[src/rtl/pkt_gen_pkg.sv]
// Shared types and LFSR helpers for the packet traffic generator.
// Imported by every channel instance and by the top.
package pkt_gen_pkg;

    typedef enum logic [1:0] {
        SANITY,
        BUFFER,
        MAX,
        MIN
    } mode_e;

    typedef enum logic [2:0] {
        IDLE,
        HDR,
        LEN,
        PAYLOAD,
        PARITY,
        GAP,
        DONE
    } state_e;

    // x^8 + x^6 + x^5 + x^4 + 1, shift-left Fibonacci form
    localparam logic [7:0] LFSR_TAPS = 8'hB8;

    function automatic logic [7:0] lfsr_next(input logic [7:0] s);
        return {s[6:0], ^(s & LFSR_TAPS)};
    endfunction

    function automatic logic [7:0] lfsr_seed(input logic [7:0] base,
                                             input int ch);
        logic [7:0] s;
        s = base ^ 8'(ch);
        return (s == 8'h00) ? 8'h01 : s;
    endfunction

endpackage

[src/rtl/pkt_gen_channel.sv]
// One generator channel: packet FSM, payload LFSR and packet counter.
// Output bytes are decoded from registered state so they hold during stalls.
module pkt_gen_channel
    import pkt_gen_pkg::*;
#(
    parameter int         CH      = 0,
    parameter int         NUM_CH  = 4,
    parameter int         DATA_W  = 8,
    parameter int         MIN_LEN = 1,
    parameter int         MAX_LEN = 255,
    parameter int         IPG     = 2,
    parameter int         CNT_W   = 16,
    parameter logic [7:0] SEED    = 8'hA5
) (
    input  logic                      clk,
    input  logic                      reset,
    input  logic                      start,
    input  logic                      stop,
    input  mode_e                     mode,
    input  logic [CNT_W-1:0]          num_pkts,
    input  logic [$clog2(NUM_CH)-1:0] dest_fixed,
    output logic                      out_valid,
    input  logic                      out_ready,
    output logic [DATA_W-1:0]         out_data,
    output logic                      out_sop,
    output logic                      out_eop,
    output logic [CNT_W-1:0]          pkt_sent,
    output logic                      busy,
    output logic                      is_done
);

    localparam int         DEST_W = $clog2(NUM_CH);
    localparam int         GAP_W  = (IPG > 1) ? $clog2(IPG) : 1;
    localparam logic [7:0] SEED_C = lfsr_seed(SEED, CH);

    state_e              state;
    mode_e               mode_r;
    logic [CNT_W-1:0]    target;
    logic [7:0]          lfsr;
    logic [DATA_W-1:0]   len_r;
    logic [DATA_W-1:0]   rem;
    logic [DATA_W-1:0]   par;
    logic [GAP_W-1:0]    gap;
    logic                stop_pend;

    logic [CNT_W:0]      dsum;
    logic [DEST_W-1:0]   dest;
    logic [DATA_W-1:0]   hdr;
    logic [DATA_W-1:0]   len_c;
    logic [DATA_W-1:0]   pay;
    logic [CNT_W-1:0]    cnt_inc;
    logic                xfer;
    logic                last;

    always_comb begin
        dsum = (CNT_W+1)'(CH) + {1'b0, pkt_sent};
        dest = (mode_r == BUFFER) ? dest_fixed
                                  : DEST_W'(dsum % (CNT_W+1)'(NUM_CH));
        hdr  = DATA_W'(dest);
        pay  = DATA_W'(lfsr);
        len_c = DATA_W'(MAX_LEN);
        unique case (mode_r)
            MIN:         len_c = DATA_W'(MIN_LEN);
            MAX, BUFFER: len_c = DATA_W'(MAX_LEN);
            SANITY: begin
                // LFSR holds still until PAYLOAD, so this is the HDR-entry value
                if ({24'b0, lfsr} < MIN_LEN)
                    len_c = DATA_W'(MIN_LEN);
                else if ({24'b0, lfsr} > MAX_LEN)
                    len_c = DATA_W'(MAX_LEN);
                else
                    len_c = DATA_W'(lfsr);
            end
            default:     len_c = DATA_W'(MAX_LEN);
        endcase
        cnt_inc = (&pkt_sent) ? pkt_sent : pkt_sent + CNT_W'(1);
        last    = (cnt_inc == target) | stop | stop_pend;
    end

    always_comb begin
        out_valid = state inside {HDR, LEN, PAYLOAD, PARITY};
        out_sop   = (state == HDR);
        out_eop   = (state == PARITY);
        out_data  = '0;
        unique case (state)
            HDR:     out_data = hdr;
            LEN:     out_data = len_r;
            PAYLOAD: out_data = pay;
            PARITY:  out_data = par;
            default: out_data = '0;
        endcase
        xfer    = out_valid & out_ready;
        busy    = !(state inside {IDLE, DONE});
        is_done = (state == DONE);
    end

    always_ff @(posedge clk or negedge reset) begin
        if (!reset) begin
            state     <= IDLE;
            mode_r    <= SANITY;
            target    <= '0;
            pkt_sent  <= '0;
            lfsr      <= SEED_C;
            len_r     <= '0;
            rem       <= '0;
            par       <= '0;
            gap       <= '0;
            stop_pend <= 1'b0;
        end else begin
            if (stop && out_valid)
                stop_pend <= 1'b1;
            unique case (state)
                IDLE, DONE: begin
                    if (start) begin
                        mode_r    <= mode;
                        target    <= num_pkts;
                        pkt_sent  <= '0;
                        stop_pend <= 1'b0;
                        state     <= (num_pkts == '0) ? DONE : HDR;
                    end
                end
                HDR: begin
                    if (xfer) begin
                        par   <= hdr;
                        len_r <= len_c;
                        state <= LEN;
                    end
                end
                LEN: begin
                    if (xfer) begin
                        par   <= par ^ len_r;
                        rem   <= len_r;
                        state <= (len_r == '0) ? PARITY : PAYLOAD;
                    end
                end
                PAYLOAD: begin
                    if (xfer) begin
                        par  <= par ^ pay;
                        lfsr <= lfsr_next(lfsr);
                        rem  <= rem - DATA_W'(1);
                        if (rem == DATA_W'(1))
                            state <= PARITY;
                    end
                end
                PARITY: begin
                    if (xfer) begin
                        pkt_sent <= cnt_inc;
                        if (last)
                            state <= DONE;
                        else if (mode_r == BUFFER || IPG == 0)
                            state <= HDR;
                        else begin
                            gap   <= GAP_W'(IPG - 1);
                            state <= GAP;
                        end
                    end
                end
                GAP: begin
                    if (stop || stop_pend)
                        state <= DONE;
                    else if (gap == '0)
                        state <= HDR;
                    else
                        gap <= gap - GAP_W'(1);
                end
                default: state <= IDLE;
            endcase
        end
    end

endmodule

[src/rtl/pkt_traffic_gen.sv]
// Multi-channel packet stimulus generator with runtime test mode.
// Instantiates NUM_CH channels and reduces their busy/done status.
module pkt_traffic_gen
    import pkt_gen_pkg::*;
#(
    parameter int         NUM_CH  = 4,
    parameter int         DATA_W  = 8,
    parameter int         MIN_LEN = 1,
    parameter int         MAX_LEN = 255,
    parameter int         IPG     = 2,
    parameter int         CNT_W   = 16,
    parameter logic [7:0] SEED    = 8'hA5
) (
    input  logic                      clk,
    input  logic                      reset,
    input  logic                      start,
    input  logic                      stop,
    input  logic [1:0]                mode,
    input  logic [CNT_W-1:0]          num_pkts,
    input  logic [$clog2(NUM_CH)-1:0] dest_fixed,
    output logic [NUM_CH-1:0]         out_valid,
    input  logic [NUM_CH-1:0]         out_ready,
    output logic [NUM_CH*DATA_W-1:0]  out_data,
    output logic [NUM_CH-1:0]         out_sop,
    output logic [NUM_CH-1:0]         out_eop,
    output logic                      busy,
    output logic                      done,
    output logic [NUM_CH*CNT_W-1:0]   pkt_sent
);

    logic [NUM_CH-1:0] ch_busy;
    logic [NUM_CH-1:0] ch_done;

    for (genvar c = 0; c < NUM_CH; c++) begin : g_ch
        pkt_gen_channel #(
            .CH      (c),
            .NUM_CH  (NUM_CH),
            .DATA_W  (DATA_W),
            .MIN_LEN (MIN_LEN),
            .MAX_LEN (MAX_LEN),
            .IPG     (IPG),
            .CNT_W   (CNT_W),
            .SEED    (SEED)
        ) u_ch (
            .clk        (clk),
            .reset      (reset),
            .start      (start),
            .stop       (stop),
            .mode       (mode_e'(mode)),
            .num_pkts   (num_pkts),
            .dest_fixed (dest_fixed),
            .out_valid  (out_valid[c]),
            .out_ready  (out_ready[c]),
            .out_data   (out_data[c*DATA_W +: DATA_W]),
            .out_sop    (out_sop[c]),
            .out_eop    (out_eop[c]),
            .pkt_sent   (pkt_sent[c*CNT_W +: CNT_W]),
            .busy       (ch_busy[c]),
            .is_done    (ch_done[c])
        );
    end

    assign busy = |ch_busy;

    // start forces done low so a stale DONE is never seen after a relaunch
    always_ff @(posedge clk or negedge reset) begin
        if (!reset)
            done <= 1'b0;
        else
            done <= !start && (&ch_done);
    end

endmodule

[config.mk]
export PLATFORM = sky130hd
export DESIGN_NAME = pkt_traffic_gen
export DESIGN_NICKNAME = d
export VERILOG_FILES = /design/src/rtl/pkt_gen_pkg.sv /design/src/rtl/pkt_gen_channel.sv /design/src/rtl/pkt_traffic_gen.sv
export SDC_FILE = /design/constraint.sdc
export NUM_CORES = 1
export LEC_CHECK = 0
export ABC_AREA = 1
export BUFFER_PORTS_ARGS = -buffer_cell sky130_fd_sc_hd__buf_2
export CAP_MARGIN = 20
export CORE_MARGIN = 2
export CORE_UTILIZATION = 45
export CTS_BUF_LIST = sky130_fd_sc_hd__clkbuf_4
export CTS_CLUSTER_DIAMETER = 80
export DETAILED_ROUTE_END_ITERATION = 6
export GPL_TIMING_DRIVEN = 0
export HOLD_SLACK_MARGIN = 0.05
export PLACE_DENSITY = 0.67
export SLEW_MARGIN = 25
export SYNTH_ARGS = -nofsm -noshare
export SYNTH_HDL_FRONTEND = slang
export SYNTH_HIERARCHICAL = 1
export SYNTH_SLANG_ARGS = --single-unit
[constraint.sdc]
create_clock -name clk -period 4.6 [get_ports clk]
set_clock_uncertainty 0.1 [all_clocks]
set_input_delay 0.69 -clock clk [delete_from_list [all_inputs] [get_ports clk]]
set_output_delay 0.69 -clock clk [all_outputs]
set_load 0.02 [all_outputs]
[After elaboration in Yosys (flattened, before gate mapping)]
Cells that the tools add are included.
Word-level totals
  word-level logic and storage cells: 404
  bits in read-only memories: 0
  RAM bits: 0
  register bits: 285
  output and inout bits: 110
  input bits: 28
  bits in latches: 0
  memories kept: 0
Cells by class
  multipliers: 0
  bitwise operators: 20
  shift operators: 0
  $add $sub $neg: 15
  multiplexer cells: 139
  magnitude comparators: 4
  eq/ne operators: 84
  reductions and logical operators: 101
  div/mod/pow operators: 0
Operators with widths (count)
  8-bit two-way mux: 24
  8-bit one-hot mux with 3 select lines: 8
  16-bit two-way mux: 9
  16-bit one-hot mux with 2 select lines: 4
  8-bit one-hot mux with 4 select lines: 4
  3-bit two-way mux: 42
  3-bit one-hot mux with 6 select lines: 4
  16-bit by 1-bit adder with 16-bit output, second input constant: 4
  16-bit == test: 4
  8-bit one-hot mux with 2 select lines: 4
  16-bit AND reduction: 4
  8-bit XOR: 8
  2-bit inequality test, second input constant: 28
  3-bit == test, second input constant: 12
  8-bit by 1-bit == test with 1-bit output, second input constant: 4
  8-bit logical NOT: 4
  8-bit by 1-bit < comparator with 1-bit output, second input constant: 4
  1-bit two-way mux: 32
  2-bit nonzero test: 16
  8-bit XOR reduction: 4
  8-bit by 1-bit subtractor with 8-bit output, second input constant: 4
  7-bit AND reduction: 4
  3-bit by 2-bit == test with 1-bit output, second input constant: 8
  2-bit AND reduction: 12
  25 further kinds: 112

[Longest topological paths before layout]
  depth in word-level cells: 8
  mapped depth: 20
  gate-level depth less buffers: 19

[Cells and area by module]
Netlist, hierarchy kept.
Modules (own cells, without submodules)
  pkt_gen_channel (g_ch[1].u_ch): cells each 639, instances 1, seq. area each 1780.5 um^2, area each 4505.6 um^2
  pkt_gen_channel (g_ch[0].u_ch): cells each 626, instances 1, seq. area each 1781.7 um^2, area each 4423.0 um^2
  pkt_gen_channel (g_ch[2].u_ch): cells each 626, instances 1, seq. area each 1783.0 um^2, area each 4418.0 um^2
  pkt_gen_channel (g_ch[3].u_ch): cells each 622, instances 1, seq. area each 1781.7 um^2, area each 4408.0 um^2
  pkt_traffic_gen: cells each 8, instances 1, seq. area each 25.0 um^2, area each 52.6 um^2

[Least setup slack after synthesis]
No wires, ideal clock.
  kind: register -> output
  start point: register g_ch[3].u_ch.state[1]
  end point: output port out_data[24]
  data arrival time: 1655 ps
  stages on the path, launching flop included: 7
  required time: 3810 ps
  buffers on the path: 1
  setup slack: 2155 ps
  path through: dfrtp_1 > nor2_1 > inv_1 > nor2_2 > clkbuf_1 > nand2_1 > o2111ai_1
Between the ends
  word-level cells in the longest chain between the ends: 2
  elaborated cells between the ends (all ways): 5
  those cells by class: eq/ne: 4; mux: 1
RTL lines
  start: declaration: line pkt_gen_channel.sv:36  | state_e state;
  start signal: assignment: line pkt_gen_channel.sv:119  | state <= (num_pkts == '0) ? DONE : HDR;
  start signal: assignment: line pkt_gen_channel.sv:133  | state <= (len_r == '0) ? PARITY : PAYLOAD;
  3-bit == test
  via out_eop[3]: line pkt_traffic_gen.sv:25  | output logic [NUM_CH-1:0] out_eop,
  8-bit one-hot mux with 4 select lines: line pkt_gen_channel.sv:85  | unique case (state)
  end: declaration: line pkt_traffic_gen.sv:23  | output logic [NUM_CH*DATA_W-1:0] out_data,
The timed path passes the listed nets, and every way through them passes these cells.

[Final worst setup path]
  start point: register g_ch[3].u_ch.state[1]
  end point: output port out_data[24]
Between the ends
  word-level cells in the longest chain between the ends: 2
  elaborated cells between the ends (all ways): 5
  those cells by class: eq/ne: 4; mux: 1
RTL lines (line)
  3-bit == test (tied with other cells): pkt_gen_channel.sv:85
  8-bit one-hot mux with 4 select lines (*): pkt_gen_channel.sv:85
Every way passes the cells marked *; elsewhere a longest branch is shown, timed or not.

==> summary.txt <==
Min path
  – Hold path endpoint: g_ch[3].u_ch/pkt_sent[15]$_DFFE_PN0P_
  – Min-Delay Path Depth: 3
  – Worst min path class: in -> reg
  – Worst hold start: out_ready[3]

Clock network
  – Post-CTS sizing: 0
  – CTS tree: yes
  – Htree depth: 3
  – Clk_lat worst skew: 0.77 ns
  – Worst-path clk slew: roughly 0.070 ns
  – TritonCTS Buffers: 83
  – Clock Tree Root: clkbuf_4
  – Buffer depth of the longest clock path: 3
  – Num Clock Sinks: about 290

Yosys
  – Ys Warns: 6
  – Main synth FF type: dfrtp_1
  – Avg Inst Size Synth: between 7 and 8 um^2
  – Mapped Cells: 2521
  – Ranking of synthesized cells by area: dfrtp_1, nand2_1, inv_1
  – Top cell type's share of synthesized area: a little under two fifths
  – Most frequent cell after synthesis: nand2_1
  – Commonest cells in the netlist: nand2_1, inv_1, dfrtp_1, nor2_1, o21ai_0
  – Ys async rst share: between 90% and 100%
  – EDFF count, synth: 0
  – Mapped Area: 17810 um^2
  – Synth Register Bits: ~290
  – Post-synth top area cell: dfrtp_1
  – Syn Nets: around 2600
  – Register area share after synthesis: between 40 and 50%
  – Post-synthesis cell type count: 47

Detailed routing
  – DR vias/cell: approximately 5.5
  – Initial DRT Pass Iterations: 5
  – ANT nets after route: 0
  – Drc violations: 0
  – WL final: roughly 54000 um
  – Initial DRC Count: ~1500
  – Total vias in the final route: 18190
  – Avg WL per Cell: around 16 um

Placement
  – Input/output buffers: between 100 and 150
  – Gp weighted congestion: between 0.9 and 1
  – Dpl cell area: around 19000 um^2
  – Dpl ws: between 1.5 and 2 ns
  – Post-DP HPWL: 39890 um

Setup path
  – Crit-path cells: nor2_1 -> inv_1 -> nor2_2 -> clkbuf_1 -> nand2_1 -> o2111ai_1 -> buf_2
  – R2R depth: 19
  – R2R Setup Slk: 2.00 ns
  – Slowest-stage cell, CP: clkbuf_1
  – Worst r2r dst: g_ch[2].u_ch/gap$_DFFE_PN0P_
  – Critical Path End Type: output port
  – Critical path data arrival time: between 2 and 3 ns
  – Max incr delay on CP: roughly 0.48 ns
  – CP Class: reg -> out
  – Crit Path Max Fanout: 10
  – Setup crit start: g_ch[3].u_ch/state[1]$_DFFE_PN0P_
  – WP buf/inv: 3
  – WP data required: 3.81 ns
  – Startpoint types: flip-flop
  – Family with the most delay on the worst path: buffers and inverters
  – Reg2reg start: g_ch[2].u_ch/pkt_sent[0]$_DFFE_PN0P_

Power and ir drop
  – Pwr Total: 11.77 mW
  – Leak pwr: a little over 10 nW
  – Power per cell area: 576.8 nW/um^2
  – Max VDD drop: around 0.00034 V

Floorplanning
  – Initial Utilization: about 46%
  – DIE AREA: ~40000 um^2
  – Core Rows: 72
  – Area of the core: 38830 um^2
  – I/O pin count: around 140
  – Height of the die: just over 200 um
  – Die W: roughly 200 um

STA
  – Fin crit share: 81.55%
  – Final Setup Violations: 0
  – RSZ-0062 raised after global routing: no
  – Tmin final: approximately 3.8 ns
  – Hold Vio Cnt, Final: 0
  – F_max: 0.2666 GHz
  – Slew margin rel.: between 30% and 40%
  – Setup ws final: 0.8487 ns
  – Slew Viols, Final: 0
  – Worst Tran Pin Value: about 1 ns

Layout
  – Design Area, Final: between 20000 and 25000 um^2
  – Fin util: roughly 53%
  – Share of layout cells above drive strength 1: ~14%
  – Filler cell count: 3854
  – Final layout net count: about 2800
  – Area Growth Syn to Fin: 14.61%

Outcome
  – Run status: finished, final reports clean

Global route
  – Vias in the first global route: ~17000
  – First-pass GRT wire length: about 88000 um
  – GRT overflow: 0
  – Initial antenna violation count: 4
  – Largest net degree at the start of global routing: 87
  – Overall Global Routing Usage: between 20% and 30%

Run
  – Max Cap Violations: 0
worst max-delay path by stage:
stage | cells past startpoint | endpoint | slack [ns]
2_1_floorplan | 6 | out_data[24] | 2.16
3_3_place_gp | 1 | g_ch[0].u_ch/par[6]$_DFFE_PN0P_ | -2.89
3_5_place_dp | 7 | out_data[24] | 1.69
4_1_cts | 7 | out_data[24] | 0.83
5_1_grt | 7 | out_data[24] | 0.65
6_report | 7 | out_data[24] | 0.85
layer usage:
layer / wire, um / part of all wire (%) / global-route usage [%]
met1: 24650 / 45 / 37.27
met2: 24270 / 45 / 40.30
met3: 3678 / 6.8 / 4.575
met4: 1747 / 3.2 / 11.37
met5: 13 / 0.024 / 0
sequential cells by signal, indices dropped and copies added (netlist names), 4 cells and up:
name	flops
g_ch.u_ch/lfsr	32
g_ch.u_ch/mode_r	8
g_ch.u_ch/target	64
g_ch.u_ch/gap	4
g_ch.u_ch/rem	32
g_ch.u_ch/stop_pend	4
g_ch.u_ch/pkt_sent	64
g_ch.u_ch/state	12
g_ch.u_ch/par	32
g_ch.u_ch/len_r	32
timing repair:
action | 4_1_cts | 5_1_grt
hold endpoints to repair | 58 | 0
hold buffers | 1 | 0
setup buffers | 0 | 0
cell type report:
type	instances	area (um^2)	area share [%]
multi-input combinational	1803	8980	44.00
sequential	285	7152	35.04
inverter	366	1374	6.732
clock buffer	135	1013	4.966
timing repair buffer	139	778.2	3.813
tap	518	648.1	3.176
buffer	67	314.1	1.539
clock inverter	15	136.4	0.6683
antenna	5	12.51	0.06131
logic make-up (layout without fill, tap and decap cells):
group           count (synthesis)  in the layout  share of synthesized area, %
flops                         285            285                         40.16
other cells                     0              5                             0
xor+xnor                       47             47                         2.312
buf+inv                       433            722                         9.479
simple gates                 1263           1263                         30.50
mux                             5              5                        0.3162
fa+ha+maj                      37             37                         2.600
compound gates                451            451                         14.63
layout by cell type, fill, tap and decap left out, types with 5 or more instances in the layout:
master / n
nand4_1: 40
ha_1: 37
clkinv_1: 14
o221ai_1: 23
xnor2_1: 12
dfrtp_1: 269
nor3_1: 35
o2111ai_1: 7
clkbuf_1: 33
o21ai_1: 16
nand3_2: 7
a22oi_1: 12
o22ai_1: 57
o211ai_1: 8
nand2_2: 21
buf_6: 5
diode_2: 5
a21oi_1: 76
nor2_2: 25
nand3b_1: 8
nand3_1: 182
inv_2: 12
buf_2: 154
nand2_1: 703
a211oi_1: 8
buf_1: 9
nor4_1: 13
xor2_1: 35
mux2_2: 5
nor2_1: 210
inv_1: 351
clkbuf_4: 135
o21ai_0: 199
dfstp_2: 16
a31oi_1: 32
stage by stage:
step	instances	setup TNS, ns	hold WS [ns]
finish	3333	0	0.1927
global route	3331	0	0.1325
CTS	3328	0	0.1339
detailed placement	3177	0	0.3701
global placement	3174	-782.75	0.3574
floorplan	2521	0	0.2944
tightest hold or removal path: stages:
cell,delay (ns)
buf_2,0.16
nand3_1,0.09
o21ai_0,0.07
power breakdown:
group          switching [mW]  internal, mW  leakage (nW)
registers               0.699          3.35          3.61
clock network            1.14          1.49         0.687
logic                    3.40          1.69          5.92
total                    5.25          6.52          10.2
No activity file was read; power rests on OpenSTA's default activity.
